$ cat src/rtl/blink_pkg.sv
// -----------------------------------------------------------------------------
// blink_pkg
// Shared constants and types for the blinker-bank configuration scheduler.
//   MAX_CH        : largest channel count the 2-bit channel field can address
//   CNT_W         : width of the shared free-running counter
//   OP_*          : command header opcodes (header bits [7:6])
//   sched_state_t : command/apply FSM states
// -----------------------------------------------------------------------------
package blink_pkg;

    localparam int MAX_CH = 4;
    localparam int CNT_W  = 16;

    localparam logic [1:0] OP_SET_OFFSET = 2'b00;
    localparam logic [1:0] OP_SET_MASK   = 2'b01;
    localparam logic [1:0] OP_CHASE      = 2'b10;
    localparam logic [1:0] OP_CLEAR      = 2'b11;

    typedef enum logic [2:0] {
        IDLE,
        DATA_HI,
        DATA_LO,
        MASK,
        WAIT_WRAP
    } sched_state_t;

endpackage

$ cat src/rtl/blink_wrap_detect.sv
// -----------------------------------------------------------------------------
// blink_wrap_detect
// Registers a free-running counter and flags its rollover. The flag is high
// for the single cycle in which the counter reads lower than last cycle, i.e.
// the cycle it shows 0 after FFFF.
// Ports:
//   i_clk  : clock
//   i_rst  : asynchronous active-high reset (registered count clears to 0)
//   i_cnt  : live counter value
//   o_wrap : one-cycle rollover pulse (combinational from i_cnt and register)
// -----------------------------------------------------------------------------
import blink_pkg::*;

module blink_wrap_detect #(
    parameter int W = CNT_W
) (
    input  logic         i_clk,
    input  logic         i_rst,
    input  logic [W-1:0] i_cnt,
    output logic         o_wrap
);

    logic [W-1:0] r_cnt_q;

    always_ff @(posedge i_clk or posedge i_rst) begin
        if (i_rst) r_cnt_q <= '0;
        else       r_cnt_q <= i_cnt;
    end

    assign o_wrap = (i_cnt < r_cnt_q);

endmodule

$ cat src/rtl/blink_scheduler.sv
// -----------------------------------------------------------------------------
// blink_scheduler
// Accepts byte commands, stages per-channel phase offsets and a channel-enable
// mask, and commits staged values only at the shared counter's rollover so the
// blinkers never change phase mid-period.
// Ports:
//   clk, rst    : clock, asynchronous active-high reset
//   cnt_in      : shared counter value
//   cmd_valid   : command byte valid
//   cmd_ready   : byte can be accepted (low while an update waits for a wrap)
//   cmd_data    : command byte; header = {op[1:0], ch[1:0], 3'bx, chase_en}
//   offset_out  : live offsets, channel i at [16i+15:16i]
//   en_mask     : live channel enables
//   busy        : a staged update is waiting for the next wrap
// Build option:
//   BLINK_SCHED_CHASE_EN : enables the CHASE opcode and per-wrap mask rotation;
//                          without it opcode 10 is accepted and ignored.
// -----------------------------------------------------------------------------
import blink_pkg::*;

module blink_scheduler #(
    parameter int NUM_CH = 4
) (
    input  logic                  clk,
    input  logic                  rst,
    input  logic [CNT_W-1:0]      cnt_in,
    input  logic                  cmd_valid,
    output logic                  cmd_ready,
    input  logic [7:0]            cmd_data,
    output logic [16*NUM_CH-1:0]  offset_out,
    output logic [NUM_CH-1:0]     en_mask,
    output logic                  busy
);

    sched_state_t r_state, w_next;

    logic                        w_wrap;
    logic                        w_fire;
    logic [1:0]                  w_op;
    logic                        w_hdr;
    logic                        w_clear;
    logic                        w_apply;

    logic [1:0]                  r_chan;
    logic                        r_is_mask;
    logic [15:0]                 r_shadow_off;
    logic [NUM_CH-1:0]           r_shadow_mask;
    logic [NUM_CH-1:0][15:0]     r_off;
    logic [NUM_CH-1:0]           r_mask;

    blink_wrap_detect #(.W(CNT_W)) u_wrap (
        .i_clk  (clk),
        .i_rst  (rst),
        .i_cnt  (cnt_in),
        .o_wrap (w_wrap)
    );

    assign cmd_ready = (r_state != WAIT_WRAP);
    assign busy      = (r_state == WAIT_WRAP);

    assign w_fire  = cmd_valid & cmd_ready;
    assign w_op    = cmd_data[7:6];
    assign w_hdr   = w_fire & (r_state == IDLE);
    assign w_clear = w_hdr & (w_op == OP_CLEAR);
    // Only a wrap seen while already waiting commits; a wrap in the cycle the
    // last data byte lands is deliberately skipped.
    assign w_apply = (r_state == WAIT_WRAP) & w_wrap;

    // ---------------------------------------------------------------- FSM
    always_ff @(posedge clk or posedge rst) begin
        if (rst) r_state <= IDLE;
        else     r_state <= w_next;
    end

    always_comb begin
        w_next = r_state;
        case (r_state)
            IDLE: begin
                if (w_fire) begin
                    case (w_op)
                        OP_SET_OFFSET: w_next = DATA_HI;
                        OP_SET_MASK:   w_next = MASK;
                        default:       w_next = IDLE;
                    endcase
                end
            end
            DATA_HI:   if (w_fire) w_next = DATA_LO;
            DATA_LO:   if (w_fire) w_next = WAIT_WRAP;
            MASK:      if (w_fire) w_next = WAIT_WRAP;
            WAIT_WRAP: if (w_wrap) w_next = IDLE;
            default:   w_next = IDLE;
        endcase
    end

    // ---------------------------------------------------------------- staging
    always_ff @(posedge clk or posedge rst) begin
        if (rst) begin
            r_chan        <= '0;
            r_is_mask     <= 1'b0;
            r_shadow_off  <= '0;
            r_shadow_mask <= '0;
        end else if (w_fire) begin
            case (r_state)
                IDLE: begin
                    r_chan    <= cmd_data[5:4];
                    r_is_mask <= (w_op == OP_SET_MASK);
                end
                DATA_HI: r_shadow_off[15:8] <= cmd_data;
                DATA_LO: r_shadow_off[7:0]  <= cmd_data;
                MASK:    r_shadow_mask      <= cmd_data[NUM_CH-1:0];
                default: ;
            endcase
        end
    end

    // ---------------------------------------------------------------- offsets
    // Channels at or above NUM_CH never match, so their writes drop silently.
    always_ff @(posedge clk or posedge rst) begin
        if (rst) begin
            r_off <= '0;
        end else if (w_clear) begin
            r_off <= '0;
        end else if (w_apply && !r_is_mask) begin
            for (int i = 0; i < NUM_CH; i++) begin
                if (r_chan == 2'(i)) r_off[i] <= r_shadow_off;
            end
        end
    end

    assign offset_out = r_off;

    // ---------------------------------------------------------------- mask
`ifdef BLINK_SCHED_CHASE_EN
    logic              r_chase_on;
    logic [NUM_CH-1:0] w_rot;

    // Rotate left by one; with a single channel this degenerates to identity.
    always_comb begin
        w_rot = r_mask;
        for (int i = 0; i < NUM_CH; i++) begin
            w_rot[i] = r_mask[(i + NUM_CH - 1) % NUM_CH];
        end
    end

    always_ff @(posedge clk or posedge rst) begin
        if (rst)                            r_chase_on <= 1'b0;
        else if (w_clear)                   r_chase_on <= 1'b0;
        else if (w_hdr && w_op == OP_CHASE) r_chase_on <= cmd_data[0];
    end

    // A mask committed on a wrap replaces the rotation for that wrap.
    always_ff @(posedge clk or posedge rst) begin
        if (rst)                          r_mask <= '1;
        else if (w_clear)                 r_mask <= '1;
        else if (w_apply && r_is_mask)    r_mask <= r_shadow_mask;
        else if (r_chase_on && w_wrap)    r_mask <= w_rot;
    end
`else
    always_ff @(posedge clk or posedge rst) begin
        if (rst)                          r_mask <= '1;
        else if (w_clear)                 r_mask <= '1;
        else if (w_apply && r_is_mask)    r_mask <= r_shadow_mask;
    end
`endif

    assign en_mask = r_mask;

endmodule

$ cat config.mk
export PLATFORM = sky130hd
export DESIGN_NAME = blink_scheduler
export DESIGN_NICKNAME = d
export VERILOG_FILES = /design/src/rtl/blink_pkg.sv /design/src/rtl/blink_wrap_detect.sv /design/src/rtl/blink_scheduler.sv
export SDC_FILE = /design/constraint.sdc
export NUM_CORES = 1
export LEC_CHECK = 0
export CORE_ASPECT_RATIO = 0.75
export CORE_MARGIN = 2
export CORE_UTILIZATION = 52
export DETAILED_ROUTE_END_ITERATION = 12
export GPL_ROUTABILITY_DRIVEN = 0
export PLACE_DENSITY = 0.81
export SYNTH_ARGS = -nofsm -noshare
export SYNTH_HDL_FRONTEND = slang
export SYNTH_HIERARCHICAL = 1
export SYNTH_SLANG_ARGS = --single-unit
export TNS_END_PERCENT = 30
$ cat constraint.sdc
create_clock -name clk -period 3.1 [get_ports clk]
set_input_delay 0.31 -clock clk [delete_from_list [all_inputs] [get_ports clk]]
set_output_delay 0.31 -clock clk [all_outputs]
set_load 0.03 [all_outputs]
# == Yosys cells after proc, flatten, opt, wreduce, memory -nomap -nowiden ==
# Index checks and enable logic that the tools add are counted.
# op_classes
magnitude_cmp,1
n_eq_ne,14
muxes,14
n_bitwise,4
n_reduce_logical,22
# op_table
cell,n
64-bit two-way mux,2
16-bit two-way mux,4
16-bit < comparator,1
2-bit AND reduction,8
3-bit two-way mux,4
3-bit case mux with 4 select lines,1
2-bit nonzero test,6
4-bit two-way mux,2
2-bit == test (second input constant),3
3-bit by 2-bit == test with 1-bit output (second input constant),2
1-bit AND,4
2-bit by 1-bit == test with 1-bit output (second input constant),2
2-bit zero test,2
2-bit by 1-bit != test with 1-bit output (second input constant),2
2-bit != test (second input constant),2
2-bit case mux with 2 select lines,1
4-bit AND reduction,1
3-bit by 1-bit == test with 1-bit output (second input constant),1
3-bit == test (second input constant),1
3-bit zero test,1
3-bit != test (second input constant),1
1-bit logical AND,2
2-bit OR reduction,1
1-bit zero test,1
# word_totals
ff_bits,110
in_bits,27
out_inout_bits,70
word_cells,67

# == Logic depth before layout (Yosys ltp) ==
# Gate-level depths: netlist of run 1.
# logic_depth
ltp_word,6
ltp_mapped,11
depth_no_buf,9

# == By module ==
# Netlist of run 1, hierarchy kept.
# by_module_without_submodules
mod,n_inst,cells_per_inst,area_per_inst_um2,seq_area_each_um2
blink_scheduler,1,386,4180.3,2357.3
blink_wrap_detect,1,69,779.5,400.4

# == Worst setup path before layout of run 1 ==
# Ideal clock, no wire load.
# synth_timing
path_kind,reg-to-reg
startpoint,register u_wrap.r_cnt_q[13]
endpoint,"register r_mask[0], in the netlist en_mask[0]"
setup_ns,0.082
t_arrival_ns,2.164
t_required_ns,3.018
slack_ns,0.855
path_stages_with_launch,11
path_buffers,1
synth_period_minus_slack_ns,2.245
cell_sequence,dfrtp_1 -> inv_1 -> ha_1 -> a21o_1 -> a21o_1 -> a221o_1 -> a21oi_1 -> and4bb_4 -> buf_12 -> nand2_4 -> a211o_1
# synth_via
elab_chain_cells,4
# synth_lines
item,line,text
"start, declared",blink_wrap_detect.sv:23,logic [W-1:0] r_cnt_q;
"start signal, assigned",blink_wrap_detect.sv:27,else r_cnt_q <= i_cnt;
16-bit < comparator,blink_wrap_detect.sv:30,assign o_wrap = (i_cnt < r_cnt_q);
named net w_wrap,blink_scheduler.sv:37,logic w_wrap;
1-bit AND,blink_scheduler.sv:67,assign w_apply = (r_state == WAIT_WRAP) & w_wrap;
1-bit logical AND,blink_scheduler.sv:162,else if (w_apply && r_is_mask) r_mask <= r_shadow_mask;
2-bit nonzero test (no source line),n/a,
"end signal, assigned",blink_scheduler.sv:162,
"end, declared",blink_scheduler.sv:49,logic [NUM_CH-1:0] r_mask;
# The timed path passes the listed nets, and every way through them passes these cells.
# A chain may end at the register's enable or synchronous reset.

# == Worst setup path in the final report of run 1 ==
# layout_timing
startpoint,input cnt_in[13]
endpoint,"register r_off, in the netlist offset_out[16]"
# layout_via
elab_chain_cells,5
# layout_lines
item,line,text
"start, declared",blink_scheduler.sv:26,"input logic [CNT_W-1:0] cnt_in,"
16-bit < comparator,blink_wrap_detect.sv:30,
named net w_wrap,blink_scheduler.sv:37,
1-bit AND,blink_scheduler.sv:67,
1-bit logical AND,blink_scheduler.sv:123,end else if (w_apply && !r_is_mask) begin
2-bit nonzero test (no source line),n/a,
2-bit AND reduction (no source line),n/a,
"end signal, assigned by index",blink_scheduler.sv:125,if (r_chan == 2'(i)) r_off[i] <= r_shadow_off;
"end, declared",blink_scheduler.sv:48,logic [NUM_CH-1:0][15:0] r_off;
# The timed path passes the listed nets, and every way through them passes these cells.

==> flow_summary.yaml, run 1 <==
status:
  outcome: "completed"
logic_synthesis:
  synth_cells: 455
  async_flop_share_pct: 100
  synthesis.area_um2: 4960
  synth_cell_types: 43
  yosys_most_used_dff: "dfrtp_1"
  syn_nets: 497
  ys_ff_latch: 110
  avgSynthCellArea_um2: 10.9
  synth_edf_count: 0
  synth-seq-area-share_pct: 55.6
  synth_warnings: 6
worst_setup_path:
  worstSetupPathType: "in -> reg"
  worstPathArrival_ns: 2.98
  crit_path_cell_trace: "clkdlybuf4s50_1, ha_1, a21o_1, a21o_1, a221o_1, a21oi_1, and4bb_4, buf_12, nand3_1, a21oi_1"
  critPathMaxFanout: 60
  critPathTopFamily: "compound AO/OA/AOI/OAI gates"
  cp_slowest_cell: "clkdlybuf4s50_1"
  cp-end-kind: "flop"
  max_stage_delay_ns: 0.43
  start_kind: "input port"
  crit_buf_inv: 2
  cp.required_ns: 3.36
die:
  start_util_pct: 54.2
  die_area_um2: 10300
  die_h_um: 88.6
  core_area_um2: 9160
  std_cell_rows: 30
  pin_count: 97
  die-width_um: 117
grt:
  grt-busiest-layer: "met2"
  met2_usage_pct: 38.8
  grt_use_total_pct: 24.9
  use_met3_pct: 6.16
  grt_start_max_net_pins: 65
  grt.overflow.total: 0
  grt_pass1_vias: 3822
  antenna_found_initial: 0
  grt_pass1_wl_um: 19500
  use_met1_pct: 33.9
sta:
  fin_worst_skew_ns: 0.00684
  fin_tns_setup_ns: 0
  period_share_pct: 87.6
  hold_violations: 0
  period_needed_ns: 2.72
  final-max-slew-violation-count: 0
  clock.fmax_mhz: 368
  setup_viol: 0
  rsz0062_at_grt: "false"
  slew_headroom_pct: 31.1
  tightest_slew_ns: 1.03
cts:
  postCtsHoldBufs: 0
  cts_tree: "done"
  cts-resized-gates: 0
  cts_max_level: 3
  numCtsBuffers: 9
  clock_latency_ns: 0.34
  clockBufferDepth: 2
  cts_setup_buffers: 0
  root_buffer: "clkbuf_16"
  clock_sinks: 110
  path_clk_slew_ns: 0.07
worst_hold_path:
  hold_path_class: "in -> async"
detailed_routing:
  drcViolationCount: 0
  vias: 3934
  drt_wl_total_um: 12400
  wire_per_inst_um: 18.6
  viasPerCell: 5.93
  postRouteAntennaNets: 0
  dr.pass1.iters: 5
  drtIter0Drc: 414
layout:
  nets: 572
  final_cell_mix: "106 x dfrtp_1, 96 x clkdlybuf4s50_1, 69 x a21oi_1"
  fillers: 700
  instances_no_fill: 663
  mostFrequentLayoutCell: "dfrtp_1"
  n_antenna_cell: 0
  multi_input_area_um2: 1860
  drive_gt1_share_pct: 11.6
  seqCellArea_um2: 2760
  postLayoutCoreUtil_pct: 67.6
  area_delta_synth_final_pct: 24.7
pwr:
  power_uw: 6180
  p_comb_share_pct: 41.0
  ir_worst_vdd_uv: 511
  p_switching_uw: 2580
  p_leak_uw: 0.00265
  p_int_uw: 3600
  seq_power_share_pct: 40.9
  powerDensity_nw_per_um2: 998
  swShare_pct: 41.7
  clkPwrFrac_pct: 18.1
place:
  post-dp-hpwl_um: 8280
  placed_cells: 647
  port_buffers: 96
job:
  max_cap_violations: 0
-- area by class of cell --
class                      instances  share of cell area, %
tap                              128                   2.59
clock buffer                      11                   4.08
clock inverter                     5                  0.647
sequential                       110                   44.6
inverter                          20                   1.23
timing repair buffer             101                   16.7
multi-input combinational        288                   30.1
-- registers in the layout (all words and copies together) (netlist names) --
register and cells:
en_mask 4, offset_out 64, r_chan 2, r_is_mask 1
r_shadow_mask 4, r_shadow_off 16, r_state 3, u_wrap/r_cnt_q 16
-- routing by layer --
metal  up-vias  share of wire, %
li1       1771                 -
met1      1964                43
met2       166                47
met3        33               6.8
met4         0               3.1
met5         -                 0
-- worst register-to-register path, delay by kind of cell (launching register included) --
| family | cells | cell delay, ns |
|---|---|---|
| AOI/OAI and AO/OA | 5 | 1.13 |
| and+or+nand+nor | 2 | 0.50 |
| DFF | 1 | 0.33 |
| adders and majority gates | 1 | 0.31 |
| buffers and inverters | 2 | 0.31 |
-- synthesized netlist by cell type (2+ instances only) --
cell type | count | area share, %
mux2_2 | 23 | 5.2
nand2_1 | 3 | 0.23
buf_8 | 2 | 0.61
and3_1 | 6 | 0.76
inv_1 | 20 | 1.5
buf_4 | 8 | 1.2
nand3b_1 | 2 | 0.30
nor3b_2 | 2 | 0.50
a21oi_1 | 69 | 7.0
nand3_1 | 64 | 6.5
buf_6 | 6 | 1.4
clkbuf_2 | 5 | 0.50
ha_1 | 15 | 3.8
nand2b_1 | 3 | 0.38
clkbuf_1 | 7 | 0.53
nor2_1 | 2 | 0.15
dfstp_2 | 4 | 2.1
nor3_4 | 2 | 0.66
a21o_1 | 3 | 0.45
o21ai_0 | 60 | 6.1
dfrtp_1 | 106 | 53
buf_2 | 8 | 0.81
nand4_1 | 2 | 0.25
o21ai_1 | 8 | 0.81
and3b_1 | 3 | 0.53
or3b_4 | 2 | 0.45
a211o_1 | 4 | 0.71
-- final timing paths --
kind	start	to	slack, ns	cells after the start
worst min-delay path	rst	r_state[0]	0.38	2
max in group asynchronous	rst	r_shadow_off[3]	2.01	3
worst min register to register	r_shadow_mask[2]	r_shadow_mask[2]	0.51	1
worst max register to register	u_wrap/r_cnt_q[13]	offset_out[16]	0.45	10
worst max-delay path	cnt_in[13]	offset_out[16]	0.38	10
min in group clk	cnt_in[0]	u_wrap/r_cnt_q[0]	0.42	1
-- cell families after synthesis --
group | synth area share [%]
buffers and inverters | 6.94
AO/OA/AOI/OAI | 15.7
multiplexers | 5.22
adder cells (fa/ha/maj) | 3.78
flip-flops | 55.6
AND/OR/NAND/NOR | 12.8
-- power by group through the flow --
stage | Combinational (µW) | Sequential, µW | Clock (µW)
after global placement | 2460 | 2490 | 0
after global routing | 2700 | 2570 | 1200
after CTS | 2540 | 2500 | 1130
after detailed placement | 2520 | 2520 | 0
after floorplan | 1110 | 2900 | 0
final | 2530 | 2520 | 1120
-- per-stage QoR --
step           hold slack, ns  setup slack (ns)  area, µm²
3_3_place_gp            0.484             0.201       5890
6_report                0.377             0.384       6190
5_1_grt                 0.415             0.277       6190
2_1_floorplan           0.224             0.348       4960
3_5_place_dp            0.494            0.0722       5890
4_1_cts                 0.401             0.420       6190
No activity file was read; power rests on OpenSTA's default activity.
==> inputs of run 2 (changes only) <==
Settings changed: CORE_UTILIZATION 52 to 40, PLACE_DENSITY 0.81 to 0.65.
==> flow_summary.yaml, run 2 (same netlist as run 1, synthesis figures left out) <==
status:
  outcome: "completed"
sta:
  clock.fmax_mhz: 386
  fin_tns_setup_ns: 0
  final-max-slew-violation-count: 0
  period_share_pct: 83.6
  setup_viol: 0
  hold_violations: 0
  tightest_slew_ns: 1.09
  rsz0062_at_grt: "false"
  fin_worst_skew_ns: 0.00715
  slew_headroom_pct: 26.9
  period_needed_ns: 2.59
place:
  post-dp-hpwl_um: 8600
  port_buffers: 96
worst_setup_path:
  r2r-start: "u_wrap/r_cnt_q[13]"
  critPathMaxFanout: 43
  regToRegSetupSlack_ns: 0.56
  worstSetupPathType: "in -> reg"
  r2r_cells: 10
  worstPathArrival_ns: 2.85
  start_kind: "input port"
  r2r-end: "offset_out[29]"
  cp.required_ns: 3.36
  cp-end-kind: "flop"
grt:
  antenna_found_initial: 0
  grt_use_total_pct: 19.9
  grt_start_max_net_pins: 69
  grt_pass1_vias: 3760
  grt.overflow.total: 0
  grt_pass1_wl_um: 20500
pwr:
  p_int_uw: 3650
  powerDensity_nw_per_um2: 996
  ir_worst_vdd_uv: 542
  p_leak_uw: 0.00265
  swShare_pct: 41.3
  p_comb_share_pct: 40.7
  clkPwrFrac_pct: 18.4
  p_switching_uw: 2570
  seq_power_share_pct: 40.9
  power_uw: 6220
layout:
  area_delta_synth_final_pct: 25.9
  final_cell_mix: "106 x dfrtp_1, 96 x clkdlybuf4s50_1, 69 x a21oi_1"
  largest_register_ffs: 64
  mostFrequentLayoutCell: "dfrtp_1"
  nets: 572
  n_antenna_cell: 0
  drive_gt1_share_pct: 11.2
worst_hold_path:
  hold_path_class: "in -> async"
cts:
  numCtsBuffers: 9
  path_clk_slew_ns: 0.07
  root_buffer: "clkbuf_16"
  cts_max_level: 3
  cts_setup_buffers: 0
  cts_tree: "done"
  postCtsHoldBufs: 0
  clock_sinks: 110
  cts-resized-gates: 0
  clock_latency_ns: 0.34
  clockBufferDepth: 2
detailed_routing:
  postRouteAntennaNets: 0
  viasPerCell: 5.57
  drt_wl_total_um: 12800
  wire_per_inst_um: 18.3
  drtIter0Drc: 441
  drcViolationCount: 0
  vias: 3897
  dr.pass1.iters: 8
die:
  die_area_um2: 13300
  die_h_um: 100
  core_area_um2: 12200
  pin_count: 97
  die-width_um: 133
  std_cell_rows: 35
  start_util_pct: 40.7
job:
  max_cap_violations: 0
==> run 2: worst max path at each step <==
stage          cells after the start             end  slack, ns       start
6_report                          10  offset_out[29]       0.51  cnt_in[13]
2_1_floorplan                      1   offset_out[0]       0.35         rst
3_3_place_gp                      10   offset_out[7]       0.20  cnt_in[13]
3_5_place_dp                      10  offset_out[29]       0.16  cnt_in[13]
4_1_cts                           10  offset_out[29]       0.52  cnt_in[13]
5_1_grt                           10  offset_out[28]       0.33  cnt_in[13]
==> run 2: cell type report <==
type / count / area [µm²]
Clock buffer: 11 / 243
Clock inverter: 4 / 47.5
Multi-Input combinational cell: 288 / 1860
Fill cell: 1098 / 5930
Tap cell: 166 / 208
Timing Repair Buffer: 101 / 1050
Sequential cell: 110 / 2760
Inverter: 20 / 76.3
==> run 2: metal layers <==
layer  track usage [%]  routed length, µm
met1              29.8               6030
met3              3.99                939
met5                 0                  0
met4              7.20                201
met2              28.7               5670
==> run 2: worst max-delay path, stage by stage <==
cell	delay, ns
clkdlybuf4s50_1	0.42
ha_1	0.31
a21o_1	0.16
a21o_1	0.17
a221o_1	0.35
a21oi_1	0.25
and4bb_4	0.35
buf_12	0.22
nand3_1	0.11
a21oi_1	0.18
==> run 2: per-stage QoR <==
step	worst slack, ns	hold slack, ns	instance area [µm²]	util, %	std cells
after detailed placement	0.163	0.486	5950	48.9	685
after floorplan	0.348	0.224	4960	-	455
after global routing	0.331	0.433	6240	51.3	700
after CTS	0.519	0.419	6240	51.3	700
after global placement	0.201	0.485	5950	48.9	685
final	0.508	0.415	6240	51.3	700
==> run 2: power by group through the flow <==
stage	logic [µW]	clock network, µW	registers, µW
2_1_floorplan	1110	0	2900
3_3_place_gp	2490	0	2520
3_5_place_dp	2530	0	2550
4_1_cts	2540	1160	2530
5_1_grt	2710	1220	2600
6_report	2530	1140	2550
==> inputs of run 3 (changes only) <==
Clock period 3.1 ns to 2.7 ns, I/O delays scaled along.
==> flow_summary.yaml, run 3 (same netlist as run 1, synthesis figures left out) <==
status:
  outcome: "completed"
pwr:
  p_switching_uw: 2910
  clkPwrFrac_pct: 18.4
  powerDensity_nw_per_um2: 1130
  swShare_pct: 40.7
  p_comb_share_pct: 41.3
  p_leak_uw: 0.00269
  p_int_uw: 4230
  ir_worst_vdd_uv: 554
  seq_power_share_pct: 40.4
detailed_routing:
  drtIter0Drc: 374
  dr.pass1.iters: 5
  drt_wl_total_um: 12500
  wire_per_inst_um: 17.7
  vias: 3791
  viasPerCell: 5.35
  postRouteAntennaNets: 0
  drcViolationCount: 0
die:
  pin_count: 97
  die-width_um: 133
  start_util_pct: 40.7
  std_cell_rows: 35
  die_h_um: 100
  die_area_um2: 13300
  core_area_um2: 12200
grt:
  grt_pass1_vias: 3825
  antenna_found_initial: 0
  grt_start_max_net_pins: 65
  grt_use_total_pct: 20.1
  grt.overflow.total: 0
  grt_pass1_wl_um: 20900
cts:
  cts_setup_buffers: 0
  cts-resized-gates: 0
  cts_max_level: 3
  numCtsBuffers: 9
  clockBufferDepth: 2
  postCtsHoldBufs: 0
  path_clk_slew_ns: 0.07
  root_buffer: "clkbuf_16"
  clock_latency_ns: 0.34
  cts_tree: "done"
  clock_sinks: 110
place:
  port_buffers: 96
  post_dp_cell_area_um2: 6020
  post-dp-hpwl_um: 8780
  dpl_worst_slack_ns: -0.172
  placed_cells: 692
sta:
  slew_headroom_pct: 53.4
  layout_setup_ws_ns: 0.199
  tightest_slew_ns: 0.698
  whs_ns: 0.403
  period_share_pct: 92.6
  period_needed_ns: 2.50
  rsz0062_at_grt: "false"
  fin_worst_skew_ns: 0.00454
  hold_violations: 0
  setup_viol: 0
  clock.fmax_mhz: 400
  fin_tns_setup_ns: 0
  final-max-slew-violation-count: 0
worst_setup_path:
  crit_end: "offset_out[22]"
  cp-end-kind: "flop"
  r2r_cells: 11
  start_kind: "input port"
  critPathMaxFanout: 64
  regToRegSetupSlack_ns: 0.22
  cp.required_ns: 2.91
  crit_start: "cnt_in[13]"
  r2r-start: "u_wrap/r_cnt_q[13]"
  worstPathArrival_ns: 2.71
  worstSetupPathType: "in -> reg"
  r2r-end: "offset_out[22]"
layout:
  largest_register_ffs: 64
  drive_gt1_share_pct: 12.2
  final_cell_mix: "106 x dfrtp_1, 96 x clkdlybuf4s50_1, 69 x a21oi_1"
  n_antenna_cell: 0
  mostFrequentLayoutCell: "dfrtp_1"
  area_delta_synth_final_pct: 27.3
  nets: 579
  instances_no_fill: 708
  finalInstanceArea_um2: 6320
worst_hold_path:
  hold_path_class: "in -> reg"
job:
  max_cap_violations: 0
-- run 3: changes by cell type in the layout (fill, tap and decap cells not counted) --
cell,change
buf_4,+6
o21ai_1,+1
clkbuf_1,+2
o21ai_0,-1
buf_12,+1
clkinv_4,+1
clkinv_2,-2
-- run 3: cell type report --
class / instances / area [µm²]
fill: 1071 / 5860
sequential: 110 / 2760
tap: 166 / 208
inverter: 20 / 78.8
timing repair buffer: 108 / 1110
multi-input combinational: 288 / 1860
clock inverter: 3 / 43.8
clock buffer: 13 / 250
-- run 3: power groups by stage --
| stage | Clock [µW] | Combinational [µW] | Sequential (µW) |
|---|---|---|---|
| final | 1310 | 2950 | 2880 |
| after global routing | 1420 | 3150 | 2960 |
| after CTS | 1340 | 2960 | 2880 |
| after detailed placement | 0 | 2950 | 2910 |
| after global placement | 0 | 2880 | 2900 |
| after floorplan | 0 | 1280 | 3330 |
-- run 3: metrics by stage --
step / util [%] / total power (µW)
after detailed placement: 49.5 / 5860
after global placement: 49.5 / 5780
after CTS: 51.9 / 7180
after global routing: 51.9 / 7530
final: 51.9 / 7140
after floorplan: - / 4610
-- run 3: how the worst min path moves through the flow --
stage / cells past startpoint / end / from
3_3_place_gp: 1 / r_shadow_mask[3] / r_shadow_mask[3]
2_1_floorplan: 1 / u_wrap/r_cnt_q[0] / rst
6_report: 1 / u_wrap/r_cnt_q[0] / cnt_in[0]
3_5_place_dp: 1 / r_shadow_mask[0] / r_shadow_mask[0]
4_1_cts: 1 / u_wrap/r_cnt_q[0] / cnt_in[0]
5_1_grt: 1 / u_wrap/r_cnt_q[1] / cnt_in[1]
-- run 3: worst max-delay path: stages --
cell and delay, ns:
clkdlybuf4s50_1 0.43, ha_1 0.32, a21o_1 0.16, a21o_1 0.16
a221o_1 0.35, a21oi_1 0.19, buf_4 0.15, nand4bb_2 0.13
buf_12 0.21, o21ai_0 0.21, a21oi_1 0.09
-- run 3: metal layers --
metal / up-vias / part of all wire, % / track usage (%)
li1: 1789 / - / -
met1: 1860 / 45 / 28.9
met2: 130 / 46 / 31.0
met3: 12 / 8.0 / 3.89
met4: 0 / 1.3 / 6.20
met5: - / 0 / 0
